$ cat src/rtl/mesi_line_array.sv
// Direct-mapped array of MESI-tracked cache lines with a CPU requester FSM and a
// snoop port; one instance per cache, between the CPU and the bus arbiter.
module mesi_line_array #(
    parameter int NUM_LINES = 4,
    parameter int IDX_W     = 2,
    parameter int TAG_W     = 8
) (
    input  logic             CLK,
    input  logic             CLR,
    input  logic             cpu_valid,
    input  logic             cpu_write,
    input  logic [IDX_W-1:0] cpu_idx,
    input  logic [TAG_W-1:0] cpu_tag,
    output logic             cpu_ready,
    output logic             cpu_hit,
    output logic             bus_req,
    output logic [2:0]       bus_cmd,
    output logic [IDX_W-1:0] bus_idx,
    output logic [TAG_W-1:0] bus_tag,
    input  logic             bus_gnt,
    input  logic             bus_shared,
    input  logic             snp_valid,
    input  logic [2:0]       snp_cmd,
    input  logic [IDX_W-1:0] snp_idx,
    input  logic [TAG_W-1:0] snp_tag,
    output logic             snp_flush,
    output logic             snp_abort,
    input  logic [IDX_W-1:0] dbg_idx,
    output logic [2:0]       dbg_state
);
    localparam logic [2:0] ST_I = 3'b001;
    localparam logic [2:0] ST_S = 3'b010;
    localparam logic [2:0] ST_E = 3'b011;
    localparam logic [2:0] ST_M = 3'b100;

    localparam logic [2:0] CMD_NONE = 3'b000;
    localparam logic [2:0] CMD_RD   = 3'b001;
    localparam logic [2:0] CMD_WR   = 3'b010;
    localparam logic [2:0] CMD_WB   = 3'b011;
    localparam logic [2:0] CMD_INV  = 3'b100;

    typedef enum logic [1:0] {FSM_IDLE, FSM_WB, FSM_REQ} fsm_t;

    fsm_t             r_fsm, w_fsm_nxt;
    logic [2:0]       r_state [NUM_LINES];
    logic [TAG_W-1:0] r_tag   [NUM_LINES];
    logic [2:0]       w_post_state [NUM_LINES];
    logic [2:0]       w_state_nxt  [NUM_LINES];
    logic [TAG_W-1:0] w_tag_nxt    [NUM_LINES];

    logic             r_req_write, w_req_write_nxt;
    logic [IDX_W-1:0] r_req_idx, w_req_idx_nxt;
    logic [TAG_W-1:0] r_req_tag, w_req_tag_nxt;
    logic             r_bus_req, w_bus_req_nxt;
    logic [2:0]       r_bus_cmd, w_bus_cmd_nxt;
    logic [IDX_W-1:0] r_bus_idx, w_bus_idx_nxt;
    logic [TAG_W-1:0] r_bus_tag, w_bus_tag_nxt;
    logic             r_cpu_ready, w_cpu_ready_nxt;
    logic             r_cpu_hit, w_cpu_hit_nxt;
    logic             r_snp_flush, w_snp_flush_nxt;
    logic             w_snp_hit;
    logic [2:0]       w_acc_state;
    logic             w_acc_hit;
    logic [2:0]       w_miss_cmd;

    // Snoop pass: produces the post-snoop line states the requester FSM works from.
    always_comb begin
        // NOTE: every combinational output gets a default first so no path can infer a latch.
        w_snp_flush_nxt = 1'b0;
        for (int i = 0; i < NUM_LINES; i++) w_post_state[i] = r_state[i];
        w_snp_hit = snp_valid && (r_state[snp_idx] != ST_I) && (r_tag[snp_idx] == snp_tag);
        if (w_snp_hit) begin
            case (snp_cmd)
                CMD_RD: begin
                    if (r_state[snp_idx] == ST_M) w_snp_flush_nxt = 1'b1;
                    w_post_state[snp_idx] = ST_S;
                end
                CMD_WR: begin
                    if (r_state[snp_idx] == ST_M) w_snp_flush_nxt = 1'b1;
                    w_post_state[snp_idx] = ST_I;
                end
                CMD_INV: w_post_state[snp_idx] = ST_I;
                default: ;
            endcase
        end
    end

    always_comb begin
        w_fsm_nxt       = r_fsm;
        w_req_write_nxt = r_req_write;
        w_req_idx_nxt   = r_req_idx;
        w_req_tag_nxt   = r_req_tag;
        w_bus_req_nxt   = r_bus_req;
        w_bus_cmd_nxt   = r_bus_cmd;
        w_bus_idx_nxt   = r_bus_idx;
        w_bus_tag_nxt   = r_bus_tag;
        w_cpu_ready_nxt = 1'b0;
        w_cpu_hit_nxt   = 1'b0;
        for (int i = 0; i < NUM_LINES; i++) begin
            w_state_nxt[i] = w_post_state[i];
            w_tag_nxt[i]   = r_tag[i];
        end
        w_acc_state = w_post_state[cpu_idx];
        w_acc_hit   = (w_acc_state != ST_I) && (r_tag[cpu_idx] == cpu_tag);
        w_miss_cmd  = r_req_write ? CMD_WR : CMD_RD;

        case (r_fsm)
            FSM_IDLE: begin
                if (cpu_valid && !r_cpu_ready) begin
                    w_req_write_nxt = cpu_write;
                    w_req_idx_nxt   = cpu_idx;
                    w_req_tag_nxt   = cpu_tag;
                    w_bus_idx_nxt   = cpu_idx;
                    w_bus_tag_nxt   = cpu_tag;
                    if (w_acc_hit && (!cpu_write || w_acc_state != ST_S)) begin
                        if (cpu_write) w_state_nxt[cpu_idx] = ST_M;
                        w_cpu_ready_nxt = 1'b1;
                        w_cpu_hit_nxt   = 1'b1;
                    end else if (w_acc_hit) begin
                        w_fsm_nxt     = FSM_REQ;
                        w_bus_req_nxt = 1'b1;
                        w_bus_cmd_nxt = CMD_INV;
                    end else if (w_acc_state == ST_M) begin
                        w_fsm_nxt     = FSM_WB;
                        w_bus_req_nxt = 1'b1;
                        w_bus_cmd_nxt = CMD_WB;
                        w_bus_tag_nxt = r_tag[cpu_idx];
                    end else begin
                        w_fsm_nxt     = FSM_REQ;
                        w_bus_req_nxt = 1'b1;
                        w_bus_cmd_nxt = cpu_write ? CMD_WR : CMD_RD;
                    end
                end
            end
            FSM_WB: begin
                // A snoop that already flushed or dropped the victim makes the write-back moot.
                if (bus_gnt || (w_post_state[r_req_idx] != ST_M)) begin
                    w_state_nxt[r_req_idx] = bus_gnt ? ST_I : w_post_state[r_req_idx];
                    w_fsm_nxt     = FSM_REQ;
                    w_bus_cmd_nxt = w_miss_cmd;
                    w_bus_tag_nxt = r_req_tag;
                end
            end
            FSM_REQ: begin
                if (bus_gnt) begin
                    w_tag_nxt[r_req_idx]   = r_req_tag;
                    w_state_nxt[r_req_idx] = (r_bus_cmd == CMD_RD) ? (bus_shared ? ST_S : ST_E) : ST_M;
                    w_cpu_ready_nxt = 1'b1;
                    w_cpu_hit_nxt   = (r_bus_cmd == CMD_INV);
                    w_fsm_nxt       = FSM_IDLE;
                    w_bus_req_nxt   = 1'b0;
                    w_bus_cmd_nxt   = CMD_NONE;
                    w_bus_idx_nxt   = '0;
                    w_bus_tag_nxt   = '0;
                end else if (r_bus_cmd == CMD_INV && w_post_state[r_req_idx] == ST_I) begin
                    w_bus_cmd_nxt = CMD_WR;
                end
            end
            default: w_fsm_nxt = FSM_IDLE;
        endcase
    end

    always_ff @(posedge CLK) begin
        // NOTE: sequential state uses non-blocking assignments only, so every register sees pre-edge values.
        if (CLR) r_fsm <= FSM_IDLE;
        else     r_fsm <= w_fsm_nxt;
    end

    always_ff @(posedge CLK) begin
        if (CLR) begin
            // NOTE: the line array is reset explicitly because a cold cache must report every line Invalid.
            for (int i = 0; i < NUM_LINES; i++) begin
                r_state[i] <= ST_I;
                r_tag[i]   <= '0;
            end
            r_req_write <= 1'b0;
            r_req_idx   <= '0;
            r_req_tag   <= '0;
            r_bus_req   <= 1'b0;
            r_bus_cmd   <= CMD_NONE;
            r_bus_idx   <= '0;
            r_bus_tag   <= '0;
            r_cpu_ready <= 1'b0;
            r_cpu_hit   <= 1'b0;
            r_snp_flush <= 1'b0;
        end else begin
            for (int i = 0; i < NUM_LINES; i++) begin
                r_state[i] <= w_state_nxt[i];
                r_tag[i]   <= w_tag_nxt[i];
            end
            r_req_write <= w_req_write_nxt;
            r_req_idx   <= w_req_idx_nxt;
            r_req_tag   <= w_req_tag_nxt;
            r_bus_req   <= w_bus_req_nxt;
            r_bus_cmd   <= w_bus_cmd_nxt;
            r_bus_idx   <= w_bus_idx_nxt;
            r_bus_tag   <= w_bus_tag_nxt;
            r_cpu_ready <= w_cpu_ready_nxt;
            r_cpu_hit   <= w_cpu_hit_nxt;
            r_snp_flush <= w_snp_flush_nxt;
        end
    end

    assign cpu_ready = r_cpu_ready;
    assign cpu_hit   = r_cpu_hit;
    assign bus_req   = r_bus_req;
    assign bus_cmd   = r_bus_cmd;
    assign bus_idx   = r_bus_idx;
    assign bus_tag   = r_bus_tag;
    assign snp_flush = r_snp_flush;
    assign snp_abort = r_snp_flush;
    assign dbg_state = r_state[dbg_idx];

endmodule

$ cat config.mk
export PLATFORM = sky130hd
export DESIGN_NAME = mesi_line_array
export DESIGN_NICKNAME = d
export VERILOG_FILES = /design/src/rtl/mesi_line_array.sv
export SDC_FILE = /design/constraint.sdc
export NUM_CORES = 1
export LEC_CHECK = 0
export ABC_CLOCK_PERIOD_IN_PS = 6000
export BUFFER_PORTS_ARGS = -buffer_cell sky130_fd_sc_hd__buf_2
export CAP_MARGIN = 0
export CORE_ASPECT_RATIO = 2
export CORE_UTILIZATION = 35
export CTS_BUF_LIST = sky130_fd_sc_hd__clkbuf_4 sky130_fd_sc_hd__clkbuf_8
export DETAILED_ROUTE_END_ITERATION = 10
export GPL_ROUTABILITY_DRIVEN = 0
export HOLD_SLACK_MARGIN = 0.02
export PLACE_DENSITY_LB_ADDON = 0.15
export SETUP_SLACK_MARGIN = 0.4
export SYNTH_ARGS = -nofsm -noshare
export SYNTH_HDL_FRONTEND = slang
export SYNTH_SLANG_ARGS = --single-unit
export TNS_END_PERCENT = 100
$ cat constraint.sdc
create_clock -name CLK -period 6 [get_ports CLK]
set_input_delay 0.3 -clock CLK [delete_from_list [all_inputs] [get_ports CLK]]
set_output_delay 0.3 -clock CLK [all_outputs]
set_load 0.02 [all_outputs]
==> results.yml <==
drt:
  first_pass_iters: 5
  routed_via_density: 5.893
  wl_per_cell_um: 22.00
  totalWireLength_um: 18720
  drcViolationCount: 0
  drt_iter0_drc: 407
  ant_nets: 0
  vias: 5015
grt:
  grt_antenna_before_repair: 0
  grt_overflow: 0
  grt_max_degree: 74
  grt_pass1_vias: 4865
  grt_use_total: 0.2552
  grt_first_pass_wirelength_um: 27750
floorplan:
  rows: 62
  start_util: 0.3563
  die_x_um: 87.24
  dieHeight_um: 172.5
  io_pins: 53
  core_area_um2: 14270
  die_area_um2: 15050
timing:
  period_share: 0.7574
  setup_ws_ns: 1.455
  worst_pin_slew_ns: 0.9927
  period_minus_slack_ns: 4.545
  slew-limit-headroom: 0.3298
  skew_ns: 0.008393
  hold_ws_ns: 0.2029
  rsz0062_at_grt: "no"
  fin_tns_setup_ns: 0
  hold_viol: 0
  slew_viol_final: 0
  setup-violations-final: 0
  max_freq_mhz: 220.0
clocking:
  holdBufCountCts: 0
  cts_buffer_depth: 2
  htreeDepth: 3
  cts_root_buf: "clkbuf_8"
  clkSinkCount: 74
  cts_buffers: 9
  clkTransAtPathRegs_ns: 0.08
  postCtsResizedCells: 0
  clk_latency_ns: 0.36
  cts_tree: "done"
  post_cts_buffers: 0
placed_design:
  port_buffers: 52
  place_ws_ns: 1.291
  placed_area_um2: 5400
  dpl.hpwl_um: 14080
run_status:
  status: "finished, final reports clean"
synthesis:
  synth-seq-cells: 74
  ys_seq_area_frac: 0.2913
  synthCells: 628
  yosysWarnings: 0
  syn_area_per_cell_um2: 8.099
  syn_area_um2: 5086
  synth_edf_count: 0
  ys_types: 75
  ys.flop_type: "dfxtp_1"
  syn_nets: 664
  async_flop_share: 0
power:
  power.density_nw_per_um2: 261.8
  switching_share: 0.3916
  finalPower_mw: 1.467
  cellLeakagePower_nw: 1.983
  clockPowerShare: 0.284
  switchingPower_uw: 574.4
  peakVddDrop_uv: 141.9
  seq_power_share: 0.398
  combPwrFrac: 0.318
  p_int_uw: 892.5
layout:
  nFillCells: 1556
  layout_commonest_cell: "nand2_1"
  syn_to_final_growth_pct: 10.18
  final_cell_mix: "nand2_1 (136), a21oi_1 (85), dfxtp_1 (74)"
  n_antenna_cell: 0
  final_nets: 690
  postLayoutCellArea_um2: 5604
  drive_gt1_frac: 0.1958
worst_setup_path:
  path_class: "in -> reg"
  cp_max_fo: 23
  crit_arrival_ns: 4.82
  critPathLaunchType: "primary input"
  reg2reg_to: "r_state[1][1]$_SDFF_PP0_"
  required_ns: 6.27
  end_kind: "flip-flop"
  reg2regPathDepth: 10
  crit_start: "snp_idx[0]"
  reg2reg_slack_ns: 1.52
  reg2reg_from: "r_state[2][0]$_SDFF_PP1_"
  crit_end: "r_state[1][1]$_SDFF_PP0_"
worst_hold_path:
  hold_class: "in -> reg"
flow_run:
  timing.max_cap.violations: 0
## power groups by stage
| stage | sequential (mW) | clock, mW | combinational (mW) |
|---|---|---|---|
| floorplan | 0.597 | 0 | 0.310 |
| global placement | 0.592 | 0 | 0.455 |
| detailed placement | 0.595 | 0 | 0.460 |
| CTS | 0.583 | 0.428 | 0.462 |
| global route | 0.589 | 0.445 | 0.504 |
| finish | 0.584 | 0.416 | 0.467 |
## synth_stat cells, drive strengths merged (5+ instances only)
library cell | n | area share
o2111a | 5 | 0.011
nor2b | 7 | 0.0086
mux4 | 21 | 0.094
a211oi | 5 | 0.0074
mux2i | 11 | 0.022
and2 | 7 | 0.0086
nor3 | 13 | 0.017
mux2 | 12 | 0.027
o21ai | 17 | 0.017
o211ai | 10 | 0.015
nor2 | 42 | 0.031
inv | 13 | 0.0096
xnor2 | 14 | 0.024
nand3 | 6 | 0.0059
nand2b | 6 | 0.0074
nand2 | 136 | 0.10
nor4 | 5 | 0.0074
a21oi | 86 | 0.085
o2111ai | 8 | 0.014
buf | 12 | 0.020
clkbuf | 28 | 0.021
dfxtp | 74 | 0.29
or2 | 7 | 0.0086
## cells by family (layout without fill, tap and decap cells)
| kind of cell | after synthesis | after routing | synth area share |
|---|---|---|---|
| AND/OR/NAND/NOR | 252 | 252 | 0.2285 |
| AO/OA/AOI/OAI | 183 | 183 | 0.2460 |
| flip-flops | 74 | 74 | 0.2913 |
| buffers and inverters | 53 | 84 | 0.05068 |
| multiplexers | 44 | 44 | 0.1427 |
| XOR/XNOR | 18 | 18 | 0.03100 |
| adder cells (fa/ha/maj) | 4 | 4 | 0.009840 |
## sequential cells by signal, indices dropped and copies added (netlist names)
signal	flops
r_req_idx	2
bus_cmd	3
r_req_write	1
r_tag	32
snp_abort	1
cpu_ready	1
bus_tag	8
r_req_tag	8
bus_req	1
r_fsm	2
r_state	12
cpu_hit	1
bus_idx	2
## layer usage
layer	GRT usage	up-vias	wire, µm
met5	0	-	0
met4	0.1946	0	1438
li1	-	2343	-
met1	0.2564	2396	6434
met3	0.03866	65	799
met2	0.4606	211	10050
## worst max-delay path, cell delays in order
cell and delay [ns]:
buf_2 0.46, mux4_1 0.65, nor3b_1 0.19, or4_1 0.65, nor3_2 0.36, nor3_1 0.17, a211oi_1 0.70, nor3b_1 0.12
o311ai_0 0.89, nand2_1 0.11, a211oi_1 0.21
## worst min path at each step
stage                                  from                        end  slack (ns)  cells past startpoint
finish                           cpu_tag[7]  r_req_tag[7]$_SDFFE_PP0P_        0.20                      3
detailed placement  bus_tag[7]$_SDFFE_PP0P_    bus_tag[7]$_SDFFE_PP0P_        0.45                      2
global route                     cpu_tag[4]  r_req_tag[4]$_SDFFE_PP0P_        0.20                      3
global placement    bus_tag[7]$_SDFFE_PP0P_    bus_tag[7]$_SDFFE_PP0P_        0.44                      2
CTS                              cpu_tag[7]  r_req_tag[7]$_SDFFE_PP0P_        0.19                      3
floorplan                         cpu_write   r_req_write$_SDFFE_PP0P_        0.44                      2
## stage by stage
stage,std cells,utilization
floorplan,628,-
global placement,835,0.3783
detailed placement,835,0.3783
CTS,851,0.3926
global route,851,0.3926
finish,851,0.3926
## layout make-up
| cell class | count | area [µm²] | share of cell area |
|---|---|---|---|
| Inverter | 13 | 48.80 | 0.008707 |
| Clock inverter | 6 | 72.57 | 0.01295 |
| Multi-Input combinational cell | 501 | 3347 | 0.5972 |
| Sequential cell | 74 | 1481 | 0.2643 |
| Tap cell | 192 | 240.2 | 0.04287 |
| Timing Repair Buffer | 55 | 282.8 | 0.05046 |
| Clock buffer | 10 | 131.4 | 0.02344 |
Note: power is estimated with default switching activity, not from simulation.
